===== src/rtl/mac_cfg_master.sv =====
// mac_cfg_master
// Configuration initiator for the MAC accelerator's peripheral port. A simple
// command stream (WRITE, READ, POLL, WAIT_EVT) is turned into master-side
// transactions on the HWPE control peripheral protocol. The protocol has a
// req/gnt request phase and an r_valid response phase. Each accepted command
// produces exactly one response on the rsp_* stream.
//
// Ports
//   clk_i, rst_ni           clock, asynchronous active-low reset
//   clear_i                 synchronous soft clear
//   cmd_valid_i/cmd_ready_o command handshake
//   cmd_op_i                00 WRITE, 01 READ, 10 POLL, 11 WAIT_EVT
//   cmd_addr_i/data_i/mask_i/be_i   command payload
//   rsp_valid_o/rsp_ready_i response handshake
//   rsp_data_o/rsp_err_o    response payload
//   req_o/gnt_i, add_o, wen_o, be_o, data_o, id_o   periph request phase
//   r_valid_i, r_data_i, r_id_i                     periph response phase
//   evt_i                   accelerator completion event
//   timeout_i               POLL/WAIT_EVT cycle limit, 0 = unlimited
//   busy_o                  high whenever the FSM is not idle
module mac_cfg_master #(
    parameter int unsigned ID_WIDTH  = 10,
    parameter int unsigned POLL_GAP  = 4,
    parameter int unsigned TIMEOUT_W = 16
) (
    input  logic                 clk_i,
    input  logic                 rst_ni,
    input  logic                 clear_i,
    input  logic                 cmd_valid_i,
    output logic                 cmd_ready_o,
    input  logic [1:0]           cmd_op_i,
    input  logic [31:0]          cmd_addr_i,
    input  logic [31:0]          cmd_data_i,
    input  logic [31:0]          cmd_mask_i,
    input  logic [3:0]           cmd_be_i,
    output logic                 rsp_valid_o,
    input  logic                 rsp_ready_i,
    output logic [31:0]          rsp_data_o,
    output logic                 rsp_err_o,
    output logic                 req_o,
    output logic [31:0]          add_o,
    output logic                 wen_o,
    output logic [3:0]           be_o,
    output logic [31:0]          data_o,
    output logic [ID_WIDTH-1:0]  id_o,
    input  logic                 gnt_i,
    input  logic [31:0]          r_data_i,
    input  logic                 r_valid_i,
    input  logic [ID_WIDTH-1:0]  r_id_i,
    input  logic                 evt_i,
    input  logic [TIMEOUT_W-1:0] timeout_i,
    output logic                 busy_o
);

    typedef enum logic [2:0] {
        S_IDLE,
        S_REQ,
        S_WAIT_RSP,
        S_GAP,
        S_EVT,
        S_RSP
    } state_e;

    localparam logic [1:0] OP_WRITE    = 2'b00;
    localparam logic [1:0] OP_READ     = 2'b01;
    localparam logic [1:0] OP_POLL     = 2'b10;
    localparam logic [1:0] OP_WAIT_EVT = 2'b11;

    localparam int unsigned      GAP_W    = (POLL_GAP > 1) ? $clog2(POLL_GAP) : 1;
    localparam logic [GAP_W-1:0] GAP_LAST = GAP_W'(POLL_GAP - 1);

    state_e               state_q;
    logic [1:0]           op_q;
    logic [31:0]          data_q;
    logic [31:0]          mask_q;
    logic [ID_WIDTH-1:0]  id_cnt_q;
    logic [TIMEOUT_W-1:0] tmo_cnt_q;
    logic [GAP_W-1:0]     gap_cnt_q;
    logic                 evt_pending_q;
    logic                 clear_pending_q;

    logic accept;
    logic hard_clear;
    logic limit_reached;
    logic poll_match;
    logic tmo_active;
    logic evt_clear;

    // A clear in REQ cannot abandon the request already on the bus, so it is
    // deferred until the grant. In every other state it takes effect at once.
    assign accept        = cmd_valid_i & cmd_ready_o;
    assign hard_clear    = clear_i & (state_q != S_REQ);
    assign limit_reached = (timeout_i != '0) && (tmo_cnt_q >= timeout_i);
    assign poll_match    = ((r_data_i & mask_q) == (data_q & mask_q));
    assign tmo_active    = ((op_q == OP_POLL) || (op_q == OP_WAIT_EVT)) &&
                           (state_q inside {S_REQ, S_WAIT_RSP, S_GAP, S_EVT});
    assign evt_clear     = ((state_q == S_EVT) && evt_pending_q) || hard_clear;
    assign busy_o        = (state_q != S_IDLE);

    // Event latch: remembers an evt_i pulse that arrives before the WAIT_EVT
    // command that needs it. An event in the same cycle as the consume is
    // absorbed by that consume; any later event sets the latch again.
    always_ff @(posedge clk_i or negedge rst_ni) begin
        if (!rst_ni) begin
            evt_pending_q <= 1'b0;
        end else if (evt_clear) begin
            evt_pending_q <= 1'b0;
        end else if (evt_i) begin
            evt_pending_q <= 1'b1;
        end
    end

    // Timeout counter: restarts on every accepted command and saturates
    // instead of wrapping, so a long wait can never appear to be short.
    always_ff @(posedge clk_i or negedge rst_ni) begin
        if (!rst_ni) begin
            tmo_cnt_q <= '0;
        end else if (accept || hard_clear) begin
            tmo_cnt_q <= '0;
        end else if (tmo_active && (tmo_cnt_q != '1)) begin
            tmo_cnt_q <= tmo_cnt_q + 1'b1;
        end
    end

    // Main FSM: all periph and response outputs are registered here and are
    // held between updates, which gives the protocol its stability guarantees.
    always_ff @(posedge clk_i or negedge rst_ni) begin
        if (!rst_ni) begin
            state_q         <= S_IDLE;
            op_q            <= OP_WRITE;
            data_q          <= '0;
            mask_q          <= '0;
            id_cnt_q        <= '0;
            gap_cnt_q       <= '0;
            clear_pending_q <= 1'b0;
            cmd_ready_o     <= 1'b0;
            rsp_valid_o     <= 1'b0;
            rsp_data_o      <= '0;
            rsp_err_o       <= 1'b0;
            req_o           <= 1'b0;
            add_o           <= '0;
            wen_o           <= 1'b0;
            be_o            <= '0;
            data_o          <= '0;
            id_o            <= '0;
        end else if (hard_clear && (state_q != S_IDLE)) begin
            state_q         <= S_IDLE;
            cmd_ready_o     <= 1'b1;
            req_o           <= 1'b0;
            rsp_valid_o     <= 1'b0;
            rsp_data_o      <= '0;
            rsp_err_o       <= 1'b0;
            id_cnt_q        <= '0;
            clear_pending_q <= 1'b0;
        end else begin
            case (state_q)
                S_IDLE: begin
                    cmd_ready_o <= 1'b1;
                    if (clear_i) begin
                        id_cnt_q   <= '0;
                        rsp_data_o <= '0;
                        rsp_err_o  <= 1'b0;
                    end
                    if (accept) begin
                        cmd_ready_o <= 1'b0;
                        op_q        <= cmd_op_i;
                        data_q      <= cmd_data_i;
                        mask_q      <= cmd_mask_i;
                        if (cmd_op_i == OP_WAIT_EVT) begin
                            state_q <= S_EVT;
                        end else begin
                            state_q <= S_REQ;
                            req_o   <= 1'b1;
                            add_o   <= cmd_addr_i;
                            wen_o   <= (cmd_op_i != OP_WRITE);
                            be_o    <= (cmd_op_i == OP_WRITE) ? cmd_be_i : 4'hF;
                            data_o  <= (cmd_op_i == OP_WRITE) ? cmd_data_i : 32'h0;
                            id_o    <= clear_i ? '0 : id_cnt_q;
                        end
                    end
                end

                S_REQ: begin
                    if (clear_i) begin
                        clear_pending_q <= 1'b1;
                    end
                    if (gnt_i) begin
                        req_o    <= 1'b0;
                        id_cnt_q <= id_cnt_q + 1'b1;
                        if (clear_pending_q || clear_i) begin
                            state_q         <= S_IDLE;
                            cmd_ready_o     <= 1'b1;
                            clear_pending_q <= 1'b0;
                        end else begin
                            state_q <= S_WAIT_RSP;
                        end
                    end
                end

                // Writes also wait for r_valid; a mismatched id ends any op
                // with an error regardless of the returned data.
                S_WAIT_RSP: begin
                    if (r_valid_i) begin
                        rsp_data_o <= (op_q == OP_WRITE) ? 32'h0 : r_data_i;
                        rsp_err_o  <= 1'b0;
                        if (r_id_i != id_o) begin
                            state_q     <= S_RSP;
                            rsp_valid_o <= 1'b1;
                            rsp_err_o   <= 1'b1;
                        end else if ((op_q != OP_POLL) || poll_match) begin
                            state_q     <= S_RSP;
                            rsp_valid_o <= 1'b1;
                        end else if (limit_reached) begin
                            state_q     <= S_RSP;
                            rsp_valid_o <= 1'b1;
                            rsp_err_o   <= 1'b1;
                        end else begin
                            state_q   <= S_GAP;
                            gap_cnt_q <= '0;
                        end
                    end
                end

                S_GAP: begin
                    if (gap_cnt_q == GAP_LAST) begin
                        state_q <= S_REQ;
                        req_o   <= 1'b1;
                        id_o    <= id_cnt_q;
                    end else begin
                        gap_cnt_q <= gap_cnt_q + 1'b1;
                    end
                end

                S_EVT: begin
                    if (evt_pending_q || limit_reached) begin
                        state_q     <= S_RSP;
                        rsp_valid_o <= 1'b1;
                        rsp_data_o  <= '0;
                        rsp_err_o   <= !evt_pending_q;
                    end
                end

                S_RSP: begin
                    if (rsp_ready_i) begin
                        state_q     <= S_IDLE;
                        rsp_valid_o <= 1'b0;
                        cmd_ready_o <= 1'b1;
                    end
                end

                default: begin
                    state_q     <= S_IDLE;
                    cmd_ready_o <= 1'b1;
                end
            endcase
        end
    end

endmodule


===== config.mk =====
export PLATFORM = sky130hd
export DESIGN_NAME = mac_cfg_master
export DESIGN_NICKNAME = d
export VERILOG_FILES = /design/src/rtl/mac_cfg_master.sv
export SDC_FILE = /design/constraint.sdc
export NUM_CORES = 1
export LEC_CHECK = 0
export BUFFER_PORTS_ARGS = -buffer_cell sky130_fd_sc_hd__buf_2
export CORE_ASPECT_RATIO = 0.9
export CORE_MARGIN = 5
export CORE_UTILIZATION = 50
export DETAILED_ROUTE_END_ITERATION = 8
export PLACE_DENSITY = 0.82
export SYNTH_ARGS = -nofsm -noshare
export SYNTH_HDL_FRONTEND = slang
export SYNTH_SLANG_ARGS = --single-unit

===== constraint.sdc =====
create_clock -name clk_i -period 6 [get_ports clk_i]
set_input_delay 1.2 -clock clk_i [delete_from_list [all_inputs] [get_ports clk_i]]
set_output_delay 1.2 -clock clk_i [all_outputs]
set_load 0.02 [all_outputs]

* Word-level counts from Yosys, hierarchy flattened
Index checks and enable logic that the tools add are counted.
** Cells by class
- Add/sub/neg operators :: 3
- Order comparisons :: 1
- Equality and inequality tests :: 33
- Multiplexer cells :: 72
- Bitwise operators :: 6
- Reductions and logical operators :: 39
** Operators with widths (count)
- 32-bit two-way mux :: 6
- 32-bit case mux with 3 select lines :: 1
- 32-bit AND :: 2
- 10-bit two-way mux :: 6
- 10-bit case mux with 2 select lines :: 2
- 3-bit two-way mux :: 11
- 32-bit equality test :: 1
- 16-bit two-way mux :: 2
- 1-bit two-way mux :: 31
- 3-bit case mux with 6 select lines :: 1
- 16-bit by 1-bit adder with 16-bit output (second input constant) :: 1
- 16-bit >= comparator :: 1
- 16-bit inequality test (second input constant) :: 1
- 2-bit inequality test (second input constant) :: 8
- 16-bit nonzero test :: 1
- 4-bit nonzero test :: 4
- 5-bit AND reduction :: 3
- 2-bit two-way mux :: 6
- 3-bit by 1-bit inequality test with 1-bit output (second input constant) :: 4
- 3-bit inequality test (second input constant) :: 4
- 4-bit AND reduction :: 3
- 2-bit nonzero test :: 6
- 10-bit by 1-bit adder with 10-bit output (second input constant) :: 1
- 10-bit inequality test :: 1
- other kinds (25) :: 47
** Word-level totals
- Register bits after elaboration :: 214
- Output and inout bits :: 116

* Depth between registers and ports, before layout
- Depth after elaboration :: 8
- Mapped depth :: 11
- Mapped depth without buffers :: 9

* Least setup slack after synthesis
OpenSTA, ideal clock, no wires.
- Kind :: input to register
- Start :: input timeout_i[13]
- End :: register gap_cnt_q[0]
- Library setup time :: 0.126 ns
- Data arrival time :: 3.059 ns
- Required time :: 5.874 ns
- Path slack :: 2.815 ns
- Stages :: 9
- Buffers on the path :: 0
- Cells stage by stage :: inv_1 ha_1 a21o_1 a21o_1 a2111oi_4 a21oi_1 nor4_2 nand2_1 a221o_1
** Between the ends
- Cells in the longest elaborated chain, start to end :: 4
- Elaborated cells on any way between the ends :: 5
- Classes of those cells :: order compare: 1; eq/ne: 1; reduce/logical: 3
** RTL lines
- start, declared :: line 51 : input logic [TIMEOUT_W-1:0] timeout_i,
- 16-bit >= comparator or 16-bit nonzero test (tied branches) :: line 93 : assign limit_reached = (timeout_i != '0) && (tmo_cnt_q >= timeout_i);
- 1-bit logical AND (*) :: line 93
- 2-bit inequality test (no line) (*)
- 7-bit AND reduction (no line) (*)
- end signal, assigned :: line 230 : gap_cnt_q <= gap_cnt_q + 1'b1;
- end, declared :: line 78 : logic [GAP_W-1:0] gap_cnt_q;
Every way passes the cells marked *; elsewhere a longest branch is shown, timed or not.
A chain may end at the register's enable or synchronous reset.

* Worst setup path after layout
- Start :: input timeout_i[13]
- End :: register rsp_data_o[21]
** Between the ends
- Cells in the longest elaborated chain, start to end :: 5
- Elaborated cells on any way between the ends :: 6
- Classes of those cells :: order compare: 1; eq/ne: 1; reduce/logical: 4
** RTL lines
- 16-bit >= comparator or 16-bit nonzero test (tied branches) :: line 93
- 1-bit logical AND (*) :: line 93
- 1-bit logical OR (*) :: line 235 : if (evt_pending_q || limit_reached) begin
- 3-bit by 1-bit inequality test with 1-bit output (no line) (*)
- 4-bit AND reduction (no line) (*)
- end signal, assigned :: line 204 : rsp_data_o <= (op_q == OP_WRITE) ? 32'h0 : r_data_i;
- end, declared :: line 38 : output logic [31:0] rsp_data_o,
Marks and branches as above.

==> results_dict.tcl <==
set metrics [dict create \
    path_common_cell "a21o_1" \
    dp.cells 1424 \
    status "finished clean" \
    start_kind "primary input" \
    drc 0 \
    clk_pin_slew_ns 0.06 \
    overflow 0 \
    synthCells 923 \
    r2r-start "state_q[1]$_DFFE_PN0P_" \
    synth-edff-count 0 \
    critPathRequiredTime_ns 6.37 \
    die_area_um2 22300 \
    cts_tree "built" \
    critPathKind "in -> reg" \
    ctsResizeCount 0 \
    fill_cells 1548 \
    cp.arrival_ns 3.84 \
    drive_gt1_share_pct 34.0 \
    initial_core_util_pct 50.8 \
    routedWlPerCell_um 18.2 \
    cap_violations 0 \
    die_y_um 142 \
    grt_pass1_wl_um 41700 \
    peakVddDrop_uv 304 \
    path_buf_inv 3 \
    period_minus_slack_ns 3.47 \
    multi_input_area_um2 4100 \
    grt_pass1_vias 8072 \
    crit_family "compound AO/OA/AOI/OAI gates" \
    drt_iter0_markers 543 \
    fin_crit_sh_pct 57.8 \
    rsz0062_at_grt "no" \
    layout.nets 1386 \
    cts_root_buf "clkbuf_16" \
    slew_violations 0 \
    netlist_area_um2 9730 \
    holdCritPathClass "reg -> reg" \
    ys_ff_latch 214 \
    cts_sinks 214 \
    cp_cell_sequence "buf_2 > inv_1 > ha_1 > a21o_1 > a21o_1 > a2111oi_4 > a21oi_1 > o221ai_4 > buf_4 > o21ai_0" \
    grt_usage_pct 23.3 \
    via_per_inst 5.49 \
    syn_nets 1110 \
    fmax_ghz 0.288 \
    dr.pass1.iters 5 \
    tightest_slew_ns 0.936 \
    wirelength_um 26700 \
    die_w_um 157 \
    p_per_area_nw_per_um2 475 \
    final.setup.tns_ns 0 \
    async_reset_ff_share_pct 100 \
    cts_max_path_buffers 3 \
    setup_viol 0 \
    slew_headroom_pct 37.4 \
    area_growth_pct 25.0 \
    dp_hpwl_um 19700 \
    synthFlopType "dfrtp_1" \
    synth_cell_types 52 \
    reg2regPathDepth 6 \
    io_buffers 283 \
    globalplace.congestion 0.858 \
    slowest_stage "o221ai_4" \
    ys_seq_area_share_pct 55.1 \
    skew_ns 0.0214 \
    end_kind "flip-flop" \
    grt_max_degree 116 \
    cts_made_buffers 23 \
    final_common_cell "buf_2" \
    htreeDepth 1 \
    hold_viol_final 0 \
    ctsHoldBuffers 0 \
    total_leakage_power_nw 6.06 \
    final_util_pct 63.4 \
    ys_warn_count 0 \
    ff_latch_area_um2 5360 \
    antenna_found_initial 7 \
    rrSetupSlack_ns 2.59 \
    layout_common_cells "buf_2, dfrtp_1, nand2_1" \
    syn_avg_cell_area_um2 10.5 \
    stdcell_count 1468 \
    ios 284 \
    slowest_delay_ns 0.57 \
    min_path_cells 2 \
    ant_nets 0 \
    rows 48 \
    clk_latency_ns 0.51 \
    post_cts_buffers 0 \
    via_count 8065 \
    hold_end "add_o[11]$_DFFE_PN0P_" \
    coreArea_um2 19200 \
    hold_path.startpoint "add_o[11]$_DFFE_PN0P_" \
    r2r_end "data_o[27]$_DFFE_PN0P_" \
    cp_max_fo 42 \
]
-- how the worst max path moves through the flow --
stage / start / to / slack (ns) / depth (start not counted)
final: timeout_i[13] / rsp_data_o[21]$_DFFE_PN0P_ / 2.53 / 10
after global routing: state_q[1]$_DFFE_PN0P_ / data_o[25]$_DFFE_PN0P_ / 2.33 / 6
after CTS: timeout_i[13] / rsp_data_o[21]$_DFFE_PN0P_ / 2.57 / 10
after detailed placement: timeout_i[13] / rsp_data_o[2]$_DFFE_PN0P_ / 2.02 / 10
after global placement: timeout_i[13] / rsp_data_o[16]$_DFFE_PN0P_ / 2.13 / 10
after floorplan: timeout_i[13] / gap_cnt_q[0]$_DFFE_PN0P_ / 2.82 / 9
-- cell type report --
type                       count  area share, %
tap                          250           2.57
sequential                   214           44.1
inverter                      33           1.02
multi-input combinational    634           33.7
clock buffer                  33           5.54
antenna                        2         0.0412
timing repair buffer         293           12.4
clock inverter                 9          0.679
-- cells in the mapped netlist (3+ instances only) --
master / instances / area share, %
inv_1: 33 / 1.3
a21o_1: 3 / 0.23
o22ai_1: 3 / 0.19
xor2_1: 44 / 4.0
o31ai_1: 4 / 0.31
a22oi_1: 16 / 1.2
clkbuf_1: 29 / 1.1
mux2_2: 69 / 8.0
nor4_1: 9 / 0.58
o22a_1: 4 / 0.36
or3_1: 8 / 0.51
a22o_1: 33 / 3.0
a21oi_1: 24 / 1.2
and4_1: 3 / 0.27
xnor2_1: 9 / 0.81
buf_2: 12 / 0.62
nand2b_1: 4 / 0.26
ha_1: 19 / 2.4
nor2_1: 39 / 1.5
and3_1: 6 / 0.39
nand3_1: 24 / 1.2
nor2b_1: 4 / 0.26
dfrtp_1: 214 / 55
o21bai_1: 3 / 0.23
nand4_1: 10 / 0.64
nand2_1: 197 / 7.6
o21ai_0: 67 / 3.4
nor3_1: 5 / 0.26
-- state kept, by name (all words and copies together), names as in the netlist --
name / count
be_o: 4
id_o: 10
id_cnt_q: 10
wen_o: 1
data_q: 32
rsp_valid_o: 1
add_o: 32
state_q: 3
clear_pending_q: 1
tmo_cnt_q: 16
evt_pending_q: 1
gap_cnt_q: 2
mask_q: 32
req_o: 1
rsp_data_o: 32
rsp_err_o: 1
data_o: 32
cmd_ready_o: 1
op_q: 2
-- power by group --
group / switching [W] / total, W / internal [W]
clock network: 0.000573 / 0.00140 / 0.000826
registers: 0.000338 / 0.00228 / 0.00195
logic: 0.00123 / 0.00209 / 0.000853
total: 0.00215 / 0.00577 / 0.00362
-- tightest hold or removal path: cells and delay by family (launching register included) --
| kind | cells | cell delay, ns |
|---|---|---|
| flip-flops | 1 | 0.33 |
| AND/OR/NAND/NOR | 2 | 0.10 |
-- through the flow --
stage / worst slack [ns] / hold slack (ns) / instance area, µm² / total power (W)
global placement: 2.13 / 0.453 / 11400 / 0.00431
global route: 2.33 / 0.501 / 12200 / 0.00613
finish: 2.53 / 0.468 / 12200 / 0.00577
detailed placement: 2.02 / 0.457 / 11400 / 0.00440
CTS: 2.57 / 0.472 / 12100 / 0.00583
floorplan: 2.82 / 0.459 / 9730 / 0.00368
-- routing by layer --
layer / part of all wire, % / wire length (µm) / GRT usage [%]
met5: 0.22 / 58 / 0
met4: 1.9 / 501 / 5.02
met3: 8.7 / 2320 / 6.20
met2: 47 / 12500 / 37.8
met1: 42 / 11300 / 31.8
-- logic make-up after synthesis --
family                     Yosys count  share of synthesized area [%]
and+or+nand+nor                    319                           14.6
DFF                                214                           55.1
AOI/OAI and AO/OA                  172                           11.8
buffers and inverters               75                           3.13
muxes                               71                           8.20
xor gates and xnor gates            53                           4.77
adders and majority gates           19                           2.44
Note: power is estimated with default switching activity, not from simulation.
